===== config.mk =====
export PLATFORM = sky130hd
export DESIGN_NAME = nexys_starship_repair_bank_flat
export DESIGN_NICKNAME = d
export VERILOG_FILES = /design/src/rtl/nexys_starship_repair_bank_if.sv /design/src/rtl/nexys_starship_repair_bank.sv /design/src/flat_wrapper.sv
export SDC_FILE = /design/constraint.sdc
export NUM_CORES = 1
export LEC_CHECK = 0
export CORE_MARGIN = 2
export CORE_UTILIZATION = 47
export DETAILED_ROUTE_END_ITERATION = 8
export HOLD_SLACK_MARGIN = 0.08
export PLACE_DENSITY = 0.77
export SLEW_MARGIN = 20
export SYNTH_ARGS = -nofsm -noshare
export SYNTH_HDL_FRONTEND = slang
export SYNTH_SLANG_ARGS = --single-unit

===== constraint.sdc =====
create_clock -name Clk -period 2.45 [get_ports Clk]
set_input_delay 0.3675 -clock Clk [delete_from_list [all_inputs] [get_ports Clk]]
set_output_delay 0.3675 -clock Clk [all_outputs]
set_load 0.01 [all_outputs]

===== src/rtl/nexys_starship_repair_bank_if.sv =====
// -----------------------------------------------------------------------------
// nexys_starship_repair_bank_if
// Bundles every non-clock, non-reset signal of the repair bank.
//
// Parameters:
//   NUM_CH   number of shooter channels
//   COMBO_W  combo width in bits
//
// Signals (direction seen from the repair bank, modport slave):
//   in  timer_tick, play_flag, gameover_ctrl
//   in  break_random[NUM_CH], random_hex[COMBO_W]
//   in  repair_btn[NUM_CH], hex_combo[COMBO_W]
//   out q_Init, q_Run
//   out ch_broken[NUM_CH], ch_locked[NUM_CH], ch_combo[NUM_CH*COMBO_W]
//   out repair_done[NUM_CH], broken_count, all_broken, fail_req
//   out dbg_glb_state, dbg_ch_state (3 bits per channel, channel i at [i*3 +: 3])
//
// Handshake: there is no valid/ready pairing. Every input is sampled on each
// rising Clk edge; timer_tick and repair_btn are single-cycle pulses that count
// as one event in the cycle they are high. repair_done is a single-cycle pulse.
// -----------------------------------------------------------------------------
interface nexys_starship_repair_bank_if #(
  parameter int NUM_CH  = 4,
  parameter int COMBO_W = 4
);
  localparam int BCNT_W = $clog2(NUM_CH + 1);

  logic                      timer_tick;
  logic                      play_flag;
  logic                      gameover_ctrl;
  logic [NUM_CH-1:0]         break_random;
  logic [COMBO_W-1:0]        random_hex;
  logic [NUM_CH-1:0]         repair_btn;
  logic [COMBO_W-1:0]        hex_combo;

  logic                      q_Init;
  logic                      q_Run;
  logic [NUM_CH-1:0]         ch_broken;
  logic [NUM_CH-1:0]         ch_locked;
  logic [NUM_CH*COMBO_W-1:0] ch_combo;
  logic [NUM_CH-1:0]         repair_done;
  logic [BCNT_W-1:0]         broken_count;
  logic                      all_broken;
  logic                      fail_req;

  logic                      dbg_glb_state;
  logic [NUM_CH*3-1:0]       dbg_ch_state;

  modport master (
    output timer_tick, play_flag, gameover_ctrl, break_random, random_hex,
           repair_btn, hex_combo,
    input  q_Init, q_Run, ch_broken, ch_locked, ch_combo, repair_done,
           broken_count, all_broken, fail_req, dbg_glb_state, dbg_ch_state
  );

  modport slave (
    input  timer_tick, play_flag, gameover_ctrl, break_random, random_hex,
           repair_btn, hex_combo,
    output q_Init, q_Run, ch_broken, ch_locked, ch_combo, repair_done,
           broken_count, all_broken, fail_req, dbg_glb_state, dbg_ch_state
  );
endinterface


===== src/rtl/nexys_starship_repair_bank.sv =====
// -----------------------------------------------------------------------------
// nexys_starship_repair_bank
// Multi-channel shooter repair engine. NUM_CH shooters share one hex keypad;
// each arms after ARM_DELAY ticks, breaks on break_random, and is repaired by
// entering its combo and pressing its own repair button. A wrong combo locks
// the channel out for LOCKOUT_TICKS ticks.
//
// Ports:
//   Clk      system clock
//   Reset_n  asynchronous active-low reset
//   bus      nexys_starship_repair_bank_if.slave (all game-side signals)
//
// Optional feature: define NEXYS_REPAIR_TIMEOUT_EN to add per-channel timeout
// counters (ticks spent in BROKEN/LOCKOUT) that raise a sticky fail_req at
// TIMEOUT_TICKS. Without it fail_req is tied low.
// -----------------------------------------------------------------------------
module nexys_starship_repair_bank #(
  parameter int NUM_CH        = 4,
  parameter int COMBO_W       = 4,
  parameter int ARM_DELAY     = 1,
  parameter int LOCKOUT_TICKS = 3,
  parameter int TIMEOUT_TICKS = 30
) (
  input  logic                       Clk,
  input  logic                       Reset_n,
  nexys_starship_repair_bank_if.slave bus
);
  localparam int CNT_MAX = (ARM_DELAY > LOCKOUT_TICKS) ? ARM_DELAY : LOCKOUT_TICKS;
  localparam int CNT_W   = $clog2(CNT_MAX + 1);
  localparam int BCNT_W  = $clog2(NUM_CH + 1);

  localparam logic [0:0] G_INIT = 1'b0;
  localparam logic [0:0] G_RUN  = 1'b1;

  localparam logic [2:0] CH_IDLE    = 3'd0;
  localparam logic [2:0] CH_ARMING  = 3'd1;
  localparam logic [2:0] CH_ARMED   = 3'd2;
  localparam logic [2:0] CH_BROKEN  = 3'd3;
  localparam logic [2:0] CH_LOCKOUT = 3'd4;

  if (NUM_CH < 1 || NUM_CH > 8) begin : g_bad_num_ch
    $error("NUM_CH must be in 1..8");
  end
  if (LOCKOUT_TICKS < 1 || TIMEOUT_TICKS < 1) begin : g_bad_ticks
    $error("LOCKOUT_TICKS and TIMEOUT_TICKS must be at least 1");
  end

  logic [0:0]         glb_q, glb_nxt;
  logic [2:0]         st_q     [NUM_CH];
  logic [2:0]         st_nxt   [NUM_CH];
  logic [CNT_W-1:0]   cnt_q    [NUM_CH];
  logic [CNT_W-1:0]   cnt_nxt  [NUM_CH];
  logic [COMBO_W-1:0] combo_q  [NUM_CH];
  logic [COMBO_W-1:0] combo_nxt[NUM_CH];
  logic [NUM_CH-1:0]  done_nxt;
  logic [NUM_CH-1:0]  broken_q, locked_q, done_q;
  logic               abort;

  // gameover in RUN wipes every channel on the same edge, ahead of any
  // channel event in that cycle.
  assign abort = (glb_q == G_RUN) && bus.gameover_ctrl;

  always_comb begin
    glb_nxt  = glb_q;
    done_nxt = '0;
    for (int i = 0; i < NUM_CH; i++) begin
      st_nxt[i]    = st_q[i];
      cnt_nxt[i]   = cnt_q[i];
      combo_nxt[i] = combo_q[i];
    end

    if (glb_q == G_INIT) begin
      if (bus.play_flag) glb_nxt = G_RUN;
    end else if (abort) begin
      glb_nxt = G_INIT;
      for (int i = 0; i < NUM_CH; i++) begin
        st_nxt[i]    = CH_IDLE;
        cnt_nxt[i]   = '0;
        combo_nxt[i] = '0;
      end
    end else begin
      for (int i = 0; i < NUM_CH; i++) begin
        case (st_q[i])
          CH_IDLE: begin
            st_nxt[i]  = CH_ARMING;
            cnt_nxt[i] = '0;
          end
          CH_ARMING: begin
            // Terminal check first so the counter saturates instead of wrapping.
            if (cnt_q[i] == CNT_W'(ARM_DELAY)) st_nxt[i] = CH_ARMED;
            else if (bus.timer_tick)           cnt_nxt[i] = cnt_q[i] + CNT_W'(1);
          end
          CH_ARMED: begin
            if (bus.break_random[i]) begin
              st_nxt[i]    = CH_BROKEN;
              combo_nxt[i] = bus.random_hex + COMBO_W'(i);
            end
          end
          CH_BROKEN: begin
            // A button in the same cycle as a tick wins: the counter restarts.
            if (bus.repair_btn[i]) begin
              cnt_nxt[i] = '0;
              if (bus.hex_combo == combo_q[i]) begin
                st_nxt[i]   = CH_ARMING;
                done_nxt[i] = 1'b1;
              end else begin
                st_nxt[i] = CH_LOCKOUT;
              end
            end
          end
          CH_LOCKOUT: begin
            if (cnt_q[i] == CNT_W'(LOCKOUT_TICKS)) st_nxt[i] = CH_BROKEN;
            else if (bus.timer_tick)               cnt_nxt[i] = cnt_q[i] + CNT_W'(1);
          end
          default: begin
            st_nxt[i]  = CH_IDLE;
            cnt_nxt[i] = '0;
          end
        endcase
      end
    end
  end

  always_ff @(posedge Clk or negedge Reset_n) begin
    if (!Reset_n) begin
      glb_q    <= G_INIT;
      broken_q <= '0;
      locked_q <= '0;
      done_q   <= '0;
      for (int i = 0; i < NUM_CH; i++) begin
        st_q[i]    <= CH_IDLE;
        cnt_q[i]   <= '0;
        combo_q[i] <= '0;
      end
    end else begin
      glb_q  <= glb_nxt;
      done_q <= done_nxt;
      for (int i = 0; i < NUM_CH; i++) begin
        st_q[i]     <= st_nxt[i];
        cnt_q[i]    <= cnt_nxt[i];
        combo_q[i]  <= combo_nxt[i];
        broken_q[i] <= (st_nxt[i] == CH_BROKEN) || (st_nxt[i] == CH_LOCKOUT);
        locked_q[i] <= (st_nxt[i] == CH_LOCKOUT);
      end
    end
  end

  // broken_count / all_broken decode straight from the state registers.
  logic [BCNT_W-1:0]         bcnt;
  logic [NUM_CH*COMBO_W-1:0] combo_flat;
  logic [NUM_CH*3-1:0]       st_flat;

  always_comb begin
    bcnt       = '0;
    combo_flat = '0;
    st_flat    = '0;
    for (int i = 0; i < NUM_CH; i++) begin
      if ((st_q[i] == CH_BROKEN) || (st_q[i] == CH_LOCKOUT)) bcnt = bcnt + BCNT_W'(1);
      combo_flat[i*COMBO_W +: COMBO_W] = combo_q[i];
      st_flat[i*3 +: 3]                = st_q[i];
    end
  end

  assign bus.q_Init        = (glb_q == G_INIT);
  assign bus.q_Run         = (glb_q == G_RUN);
  assign bus.ch_broken     = broken_q;
  assign bus.ch_locked     = locked_q;
  assign bus.ch_combo      = combo_flat;
  assign bus.repair_done   = done_q;
  assign bus.broken_count  = bcnt;
  assign bus.all_broken    = (bcnt == BCNT_W'(NUM_CH));
  assign bus.dbg_glb_state = glb_q;
  assign bus.dbg_ch_state  = st_flat;

`ifdef NEXYS_REPAIR_TIMEOUT_EN
  localparam int TMO_W = $clog2(TIMEOUT_TICKS + 1);

  logic [TMO_W-1:0] tmo_q  [NUM_CH];
  logic [TMO_W-1:0] tmo_nxt[NUM_CH];
  logic             fail_q, fail_nxt, fail_set;

  always_comb begin
    fail_set = 1'b0;
    for (int i = 0; i < NUM_CH; i++) begin
      tmo_nxt[i] = tmo_q[i];
      if ((glb_q == G_INIT) || abort || (st_nxt[i] == CH_ARMING)) begin
        tmo_nxt[i] = '0;
      end else if (((st_q[i] == CH_BROKEN) || (st_q[i] == CH_LOCKOUT)) &&
                   bus.timer_tick && (tmo_q[i] != TMO_W'(TIMEOUT_TICKS))) begin
        tmo_nxt[i] = tmo_q[i] + TMO_W'(1);
      end
      if (tmo_nxt[i] == TMO_W'(TIMEOUT_TICKS)) fail_set = 1'b1;
    end
    // Sticky until the bank returns to INIT.
    fail_nxt = (glb_nxt == G_INIT) ? 1'b0 : (fail_q | fail_set);
  end

  always_ff @(posedge Clk or negedge Reset_n) begin
    if (!Reset_n) begin
      fail_q <= 1'b0;
      for (int i = 0; i < NUM_CH; i++) tmo_q[i] <= '0;
    end else begin
      fail_q <= fail_nxt;
      for (int i = 0; i < NUM_CH; i++) tmo_q[i] <= tmo_nxt[i];
    end
  end

  assign bus.fail_req = fail_q;
`else
  assign bus.fail_req = 1'b0;
`endif

endmodule


===== src/flat_wrapper.sv =====
// flat-port wrapper written by rule: the top's interface ports become plain ports
module nexys_starship_repair_bank_flat 
#(
  parameter int NUM_CH        = 4,
  parameter int COMBO_W       = 4,
  parameter int ARM_DELAY     = 1,
  parameter int LOCKOUT_TICKS = 3,
  parameter int TIMEOUT_TICKS = 30
)
  (Clk, Reset_n, bus_timer_tick, bus_play_flag, bus_gameover_ctrl, bus_break_random, bus_random_hex, bus_repair_btn, bus_hex_combo, bus_q_Init, bus_q_Run, bus_ch_broken, bus_ch_locked, bus_ch_combo, bus_repair_done, bus_broken_count, bus_all_broken, bus_fail_req, bus_dbg_glb_state, bus_dbg_ch_state);
  nexys_starship_repair_bank_if #(.NUM_CH(NUM_CH), .COMBO_W(COMBO_W)) bus_i ();
  input  logic Clk;
  input  logic Reset_n;
  input wire logic [$bits(bus_i.timer_tick)-1:0] bus_timer_tick;
  input wire logic [$bits(bus_i.play_flag)-1:0] bus_play_flag;
  input wire logic [$bits(bus_i.gameover_ctrl)-1:0] bus_gameover_ctrl;
  input wire logic [$bits(bus_i.break_random)-1:0] bus_break_random;
  input wire logic [$bits(bus_i.random_hex)-1:0] bus_random_hex;
  input wire logic [$bits(bus_i.repair_btn)-1:0] bus_repair_btn;
  input wire logic [$bits(bus_i.hex_combo)-1:0] bus_hex_combo;
  output wire logic [$bits(bus_i.q_Init)-1:0] bus_q_Init;
  output wire logic [$bits(bus_i.q_Run)-1:0] bus_q_Run;
  output wire logic [$bits(bus_i.ch_broken)-1:0] bus_ch_broken;
  output wire logic [$bits(bus_i.ch_locked)-1:0] bus_ch_locked;
  output wire logic [$bits(bus_i.ch_combo)-1:0] bus_ch_combo;
  output wire logic [$bits(bus_i.repair_done)-1:0] bus_repair_done;
  output wire logic [$bits(bus_i.broken_count)-1:0] bus_broken_count;
  output wire logic [$bits(bus_i.all_broken)-1:0] bus_all_broken;
  output wire logic [$bits(bus_i.fail_req)-1:0] bus_fail_req;
  output wire logic [$bits(bus_i.dbg_glb_state)-1:0] bus_dbg_glb_state;
  output wire logic [$bits(bus_i.dbg_ch_state)-1:0] bus_dbg_ch_state;
  assign bus_i.timer_tick = bus_timer_tick;
  assign bus_i.play_flag = bus_play_flag;
  assign bus_i.gameover_ctrl = bus_gameover_ctrl;
  assign bus_i.break_random = bus_break_random;
  assign bus_i.random_hex = bus_random_hex;
  assign bus_i.repair_btn = bus_repair_btn;
  assign bus_i.hex_combo = bus_hex_combo;
  assign bus_q_Init = bus_i.q_Init;
  assign bus_q_Run = bus_i.q_Run;
  assign bus_ch_broken = bus_i.ch_broken;
  assign bus_ch_locked = bus_i.ch_locked;
  assign bus_ch_combo = bus_i.ch_combo;
  assign bus_repair_done = bus_i.repair_done;
  assign bus_broken_count = bus_i.broken_count;
  assign bus_all_broken = bus_i.all_broken;
  assign bus_fail_req = bus_i.fail_req;
  assign bus_dbg_glb_state = bus_i.dbg_glb_state;
  assign bus_dbg_ch_state = bus_i.dbg_ch_state;
  nexys_starship_repair_bank #(.NUM_CH(NUM_CH), .COMBO_W(COMBO_W), .ARM_DELAY(ARM_DELAY), .LOCKOUT_TICKS(LOCKOUT_TICKS), .TIMEOUT_TICKS(TIMEOUT_TICKS)) u_core (.Clk(Clk), .Reset_n(Reset_n), .bus(bus_i));
endmodule

==> run_summary.xml <==
<?xml version="1.0" encoding="UTF-8"?>
<metrics>
  <group name="status">
    <metric name="status" unit="">finished with violations</metric>
    <metric name="failed_checks" unit="">setup timing</metric>
  </group>
  <group name="min_path">
    <metric name="timing.hold.worst_endpoint" unit="">u_core.bus.ch_combo[6]</metric>
    <metric name="holdCritPathClass" unit="">reg2reg</metric>
    <metric name="hold_depth" unit="">2</metric>
    <metric name="holdCritStartpoint" unit="">u_core.bus.ch_combo[6]</metric>
  </group>
  <group name="route">
    <metric name="drt-vias-per-instance" unit="">5.84</metric>
    <metric name="dr.first_iter.drc_count" unit="">168</metric>
    <metric name="firstDrtPassIters" unit="">4</metric>
    <metric name="wl_per_cell" unit="um">16.9</metric>
    <metric name="antenna_violating_nets_post_route" unit="">0</metric>
    <metric name="via_count" unit="">3090</metric>
    <metric name="detail_route.wirelength" unit="mm">8.95</metric>
    <metric name="post-route-drc-count" unit="">0</metric>
  </group>
  <group name="synthesis">
    <metric name="number_of_distinct_library_cells_after_synthesis" unit="">54</metric>
    <metric name="synthesis.instances" unit="">353</metric>
    <metric name="synth_top_cells_by_area" unit="">sky130_fd_sc_hd__dfrtp_1, sky130_fd_sc_hd__ha_1, sky130_fd_sc_hd__xnor2_1</metric>
    <metric name="ys_ff_latch" unit="">49</metric>
    <metric name="synth-edff-count" unit="">0</metric>
    <metric name="yosysMostFrequentCell" unit="">sky130_fd_sc_hd__dfrtp_1</metric>
    <metric name="postSynthAreaPerCell" unit="um^2">9.29</metric>
    <metric name="mappedNetlistArea" unit="um^2">3280</metric>
    <metric name="yosysSeqAreaShare" unit="%">37.4</metric>
    <metric name="yosysTopAreaCell" unit="">sky130_fd_sc_hd__dfrtp_1</metric>
    <metric name="synth.net_count" unit="">389</metric>
    <metric name="synthTopCellsByCount" unit="">sky130_fd_sc_hd__dfrtp_1, sky130_fd_sc_hd__nand2_1, sky130_fd_sc_hd__inv_1, sky130_fd_sc_hd__xnor2_1, sky130_fd_sc_hd__a21oi_1</metric>
    <metric name="synth_top_area_share" unit="%">37.4</metric>
    <metric name="ys_async_sr_fraction" unit="%">100</metric>
    <metric name="post_synth_top_flop" unit="">sky130_fd_sc_hd__dfrtp_1</metric>
    <metric name="synthesis.yosys.warnings" unit="">0</metric>
  </group>
  <group name="timing">
    <metric name="hold_slack" unit="ns">0.549</metric>
    <metric name="portion_of_the_clock_cycle_consumed_by_the_worst_path_in_the_final_layout" unit="%">115</metric>
    <metric name="setup_viol" unit="">3</metric>
    <metric name="grt_setup_unrepaired" unit="">yes</metric>
    <metric name="final.setup_skew" unit="ns">0.00522</metric>
    <metric name="min_period" unit="ns">2.82</metric>
    <metric name="slew_violations" unit="">0</metric>
    <metric name="timing.max_slew.rel_slack" unit="%">62.1</metric>
    <metric name="final_critical_path_setup_slack" unit="ns">-0.366</metric>
    <metric name="tightest_slew" unit="ns">0.560</metric>
    <metric name="timing.fmax" unit="MHz">355</metric>
    <metric name="report.final.hold_viol_count" unit="">0</metric>
  </group>
  <group name="final_layout">
    <metric name="n_antenna_cell" unit="">0</metric>
    <metric name="n_fill_cell" unit="">533</metric>
    <metric name="area_growth" unit="%">37.8</metric>
    <metric name="share_of_post_route_cells_with_drive_strength_above_1" unit="%">20.5</metric>
    <metric name="nNetsFinal" unit="">484</metric>
    <metric name="fin_cells" unit="">529</metric>
  </group>
  <group name="die">
    <metric name="die-width" unit="um">87.5</metric>
    <metric name="die_area" unit="um^2">7660</metric>
    <metric name="floorplan.core_area" unit="um^2">6760</metric>
    <metric name="core.rowCount" unit="">30</metric>
    <metric name="initial_utilization" unit="%">48.6</metric>
    <metric name="ios" unit="">69</metric>
    <metric name="chipHeight" unit="um">87.5</metric>
  </group>
  <group name="clock_tree">
    <metric name="worst_skew_pair.late_latency" unit="ns">0.31</metric>
    <metric name="clkSinkCount" unit="">49</metric>
    <metric name="clock_tree.htree_level_count" unit="">2</metric>
    <metric name="clockRootBuffer" unit="">sky130_fd_sc_hd__clkbuf_8</metric>
    <metric name="clock_tree_from_tritoncts" unit="">done</metric>
    <metric name="cts_inserted_buffers" unit="">5</metric>
    <metric name="clk_path_buf_depth" unit="">2</metric>
    <metric name="path_clk_slew" unit="ns">0.09</metric>
  </group>
  <group name="grt">
    <metric name="grt_start_max_net_pins" unit="">24</metric>
    <metric name="groute.usage.overall" unit="%">24.0</metric>
    <metric name="first_global_vias" unit="">3071</metric>
    <metric name="wire_length_of_the_first_global_routing_pass" unit="mm">14.4</metric>
    <metric name="globalRoute.totalOverflow" unit="">0</metric>
    <metric name="initial_antenna_violation_count" unit="">0</metric>
  </group>
  <group name="worst_setup_path">
    <metric name="worst_r2r_endpoint" unit="">u_core.bus.ch_combo[0]</metric>
    <metric name="reg_to_reg_slack_setup" unit="ns">0.11</metric>
    <metric name="critical_path_required" unit="ns">2.08</metric>
    <metric name="startpoint_type" unit="">register</metric>
    <metric name="crit-reg2reg-launch" unit="">u_core.bus.dbg_ch_state[1]</metric>
    <metric name="ff2ff_path_depth" unit="">12</metric>
    <metric name="critical_setup_path_class" unit="">reg2out</metric>
    <metric name="timing.critical_path.arrival" unit="ns">2.45</metric>
    <metric name="type_of_destination_of_the_critical_path" unit="">output port</metric>
    <metric name="path_max_fanout" unit="">3</metric>
  </group>
  <group name="pwr">
    <metric name="clockPowerShare" unit="%">18.6</metric>
    <metric name="total_power_per_unit_cell_area" unit="nW/um^2">686</metric>
    <metric name="p_switching" unit="mW">1.12</metric>
    <metric name="power.static_leakage" unit="nW">1.91</metric>
    <metric name="power_frac_comb" unit="%">46.9</metric>
    <metric name="seq_power_share" unit="%">34.6</metric>
    <metric name="internal-power" unit="mW">1.99</metric>
    <metric name="vdd_drop_max" unit="mV">0.492</metric>
    <metric name="switching_share" unit="%">36.0</metric>
  </group>
  <group name="place">
    <metric name="place_hpwl" unit="mm">6.45</metric>
    <metric name="numPlacedInstances" unit="">508</metric>
    <metric name="gp_congestion" unit="">0.860</metric>
    <metric name="number_of_buffers_added_on_ports" unit="">67</metric>
  </group>
  <group name="job">
    <metric name="maxCapViolations" unit="">0</metric>
  </group>
</metrics>
-- metrics by stage --
stage / util (%) / TNS [ns] / setup slack [ns] / instance area, um^2 / total power [mW]
global placement: 62.6 / -1.03 / -0.447 / 4230 / 2.38
global route: 66.9 / -1.38 / -0.495 / 4520 / 3.28
detailed placement: 62.6 / -1.24 / -0.500 / 4230 / 2.42
floorplan: - / -0.0584 / -0.0584 / 3350 / 1.88
finish: 66.9 / -0.990 / -0.366 / 4520 / 3.10
CTS: 66.8 / -1.47 / -0.329 / 4510 / 3.07
-- worst max path at each step --
stage                               startpoint             end  slack (ns)  depth (start not counted)
global route        u_core.bus.dbg_ch_state[1]  bus_all_broken       -0.50                         12
finish              u_core.bus.dbg_ch_state[1]  bus_all_broken       -0.37                         11
CTS                 u_core.bus.dbg_ch_state[5]  bus_all_broken       -0.33                         12
global placement    u_core.bus.dbg_ch_state[2]  bus_all_broken       -0.45                         12
detailed placement  u_core.bus.dbg_ch_state[5]  bus_all_broken       -0.50                         12
floorplan           u_core.bus.dbg_ch_state[1]  bus_all_broken       -0.06                          9
-- area by class of cell --
type / count / area (um^2) / share of cell area (%)
Clock buffer: 6 / 72.6 / 1.60
Inverter: 21 / 78.8 / 1.74
Multi-Input combinational cell: 257 / 1990 / 43.9
Timing Repair Buffer: 114 / 1020 / 22.6
Clock inverter: 2 / 35.0 / 0.775
Sequential cell: 49 / 1230 / 27.2
Tap cell: 80 / 100 / 2.21
-- metal layers --
metal / track usage (%) / up-vias / part of all wire [%]
met4: 7.27 / 0 / 1.7
met5: 0 / - / 0
met1: 30.2 / 1490 / 42
met3: 4.43 / 20 / 5.6
li1: - / 1467 / -
met2: 41.9 / 113 / 50
-- kinds of logic after synthesis --
kind of cell             Yosys count  share of synthesized area (%)
AO/OA/AOI/OAI                     88                           18.5
XOR/XNOR                          27                           7.21
adder cells (fa/ha/maj)           15                           5.72
buffers and inverters             47                           6.41
flip-flops                        49                           37.4
multiplexers                      11                           3.43
other                              1                          0.114
AND/OR/NAND/NOR                  115                           21.3
-- flip-flops by register name (all words and copies together) (netlist names) --
register,count
u_core.bus.dbg_ch_state,12
u_core.bus.ch_locked,4
u_core.bus.ch_broken,4
u_core.bus.dbg_glb_state,1
u_core.bus.repair_done,4
u_core.cnt_q,8
u_core.bus.ch_combo,16
-- placed cells by master, fill, tap and decap left out, types with 6 or more instances in the layout --
master,count
sky130_fd_sc_hd__o2bb2ai_1,11
sky130_fd_sc_hd__nor4_1,6
sky130_fd_sc_hd__inv_1,18
sky130_fd_sc_hd__nand2_1,23
sky130_fd_sc_hd__buf_4,45
sky130_fd_sc_hd__clkdlybuf4s50_1,62
sky130_fd_sc_hd__mux2i_1,9
sky130_fd_sc_hd__a22oi_1,8
sky130_fd_sc_hd__dfrtp_1,47
sky130_fd_sc_hd__nor4bb_1,6
sky130_fd_sc_hd__nor3_1,6
sky130_fd_sc_hd__ha_1,13
sky130_fd_sc_hd__o21ai_0,14
sky130_fd_sc_hd__nor2_1,11
sky130_fd_sc_hd__a21oi_1,18
sky130_fd_sc_hd__xnor2_1,20
sky130_fd_sc_hd__nor3b_1,13
-- critical path, cell delays in order (launching register included) --
cell and delay, ns:
sky130_fd_sc_hd__dfrtp_1 0.41, sky130_fd_sc_hd__nor2b_4 0.14, sky130_fd_sc_hd__nand2_2 0.08, sky130_fd_sc_hd__o21ai_2 0.07, sky130_fd_sc_hd__buf_4 0.14, sky130_fd_sc_hd__ha_4 0.16
sky130_fd_sc_hd__o32ai_2 0.22, sky130_fd_sc_hd__a21oi_2 0.07, sky130_fd_sc_hd__ha_1 0.28, sky130_fd_sc_hd__mux2_4 0.28, sky130_fd_sc_hd__nor3b_4 0.15, sky130_fd_sc_hd__buf_2 0.14
-- what timing repair did --
item                                    in CTS  in global routing
hold buffers                                 1                  0
pin swaps                                   11                  5
setup buffers                               14                  2
endpoints found under the setup margin       4                 11
resized for setup                           28                  7
hold endpoints to repair                    20                  0
cloned                                       0                  0
-- power groups by stage --
| stage | Clock, mW | Sequential [mW] | Combinational [mW] |
|---|---|---|---|
| 6_report | 0.577 | 1.07 | 1.45 |
| 3_3_place_gp | 0 | 1.07 | 1.31 |
| 3_5_place_dp | 0 | 1.07 | 1.34 |
| 5_1_grt | 0.621 | 1.09 | 1.57 |
| 4_1_cts | 0.585 | 1.07 | 1.42 |
| 2_1_floorplan | 0 | 1.11 | 0.763 |
(Power assumes the default switching activity.)
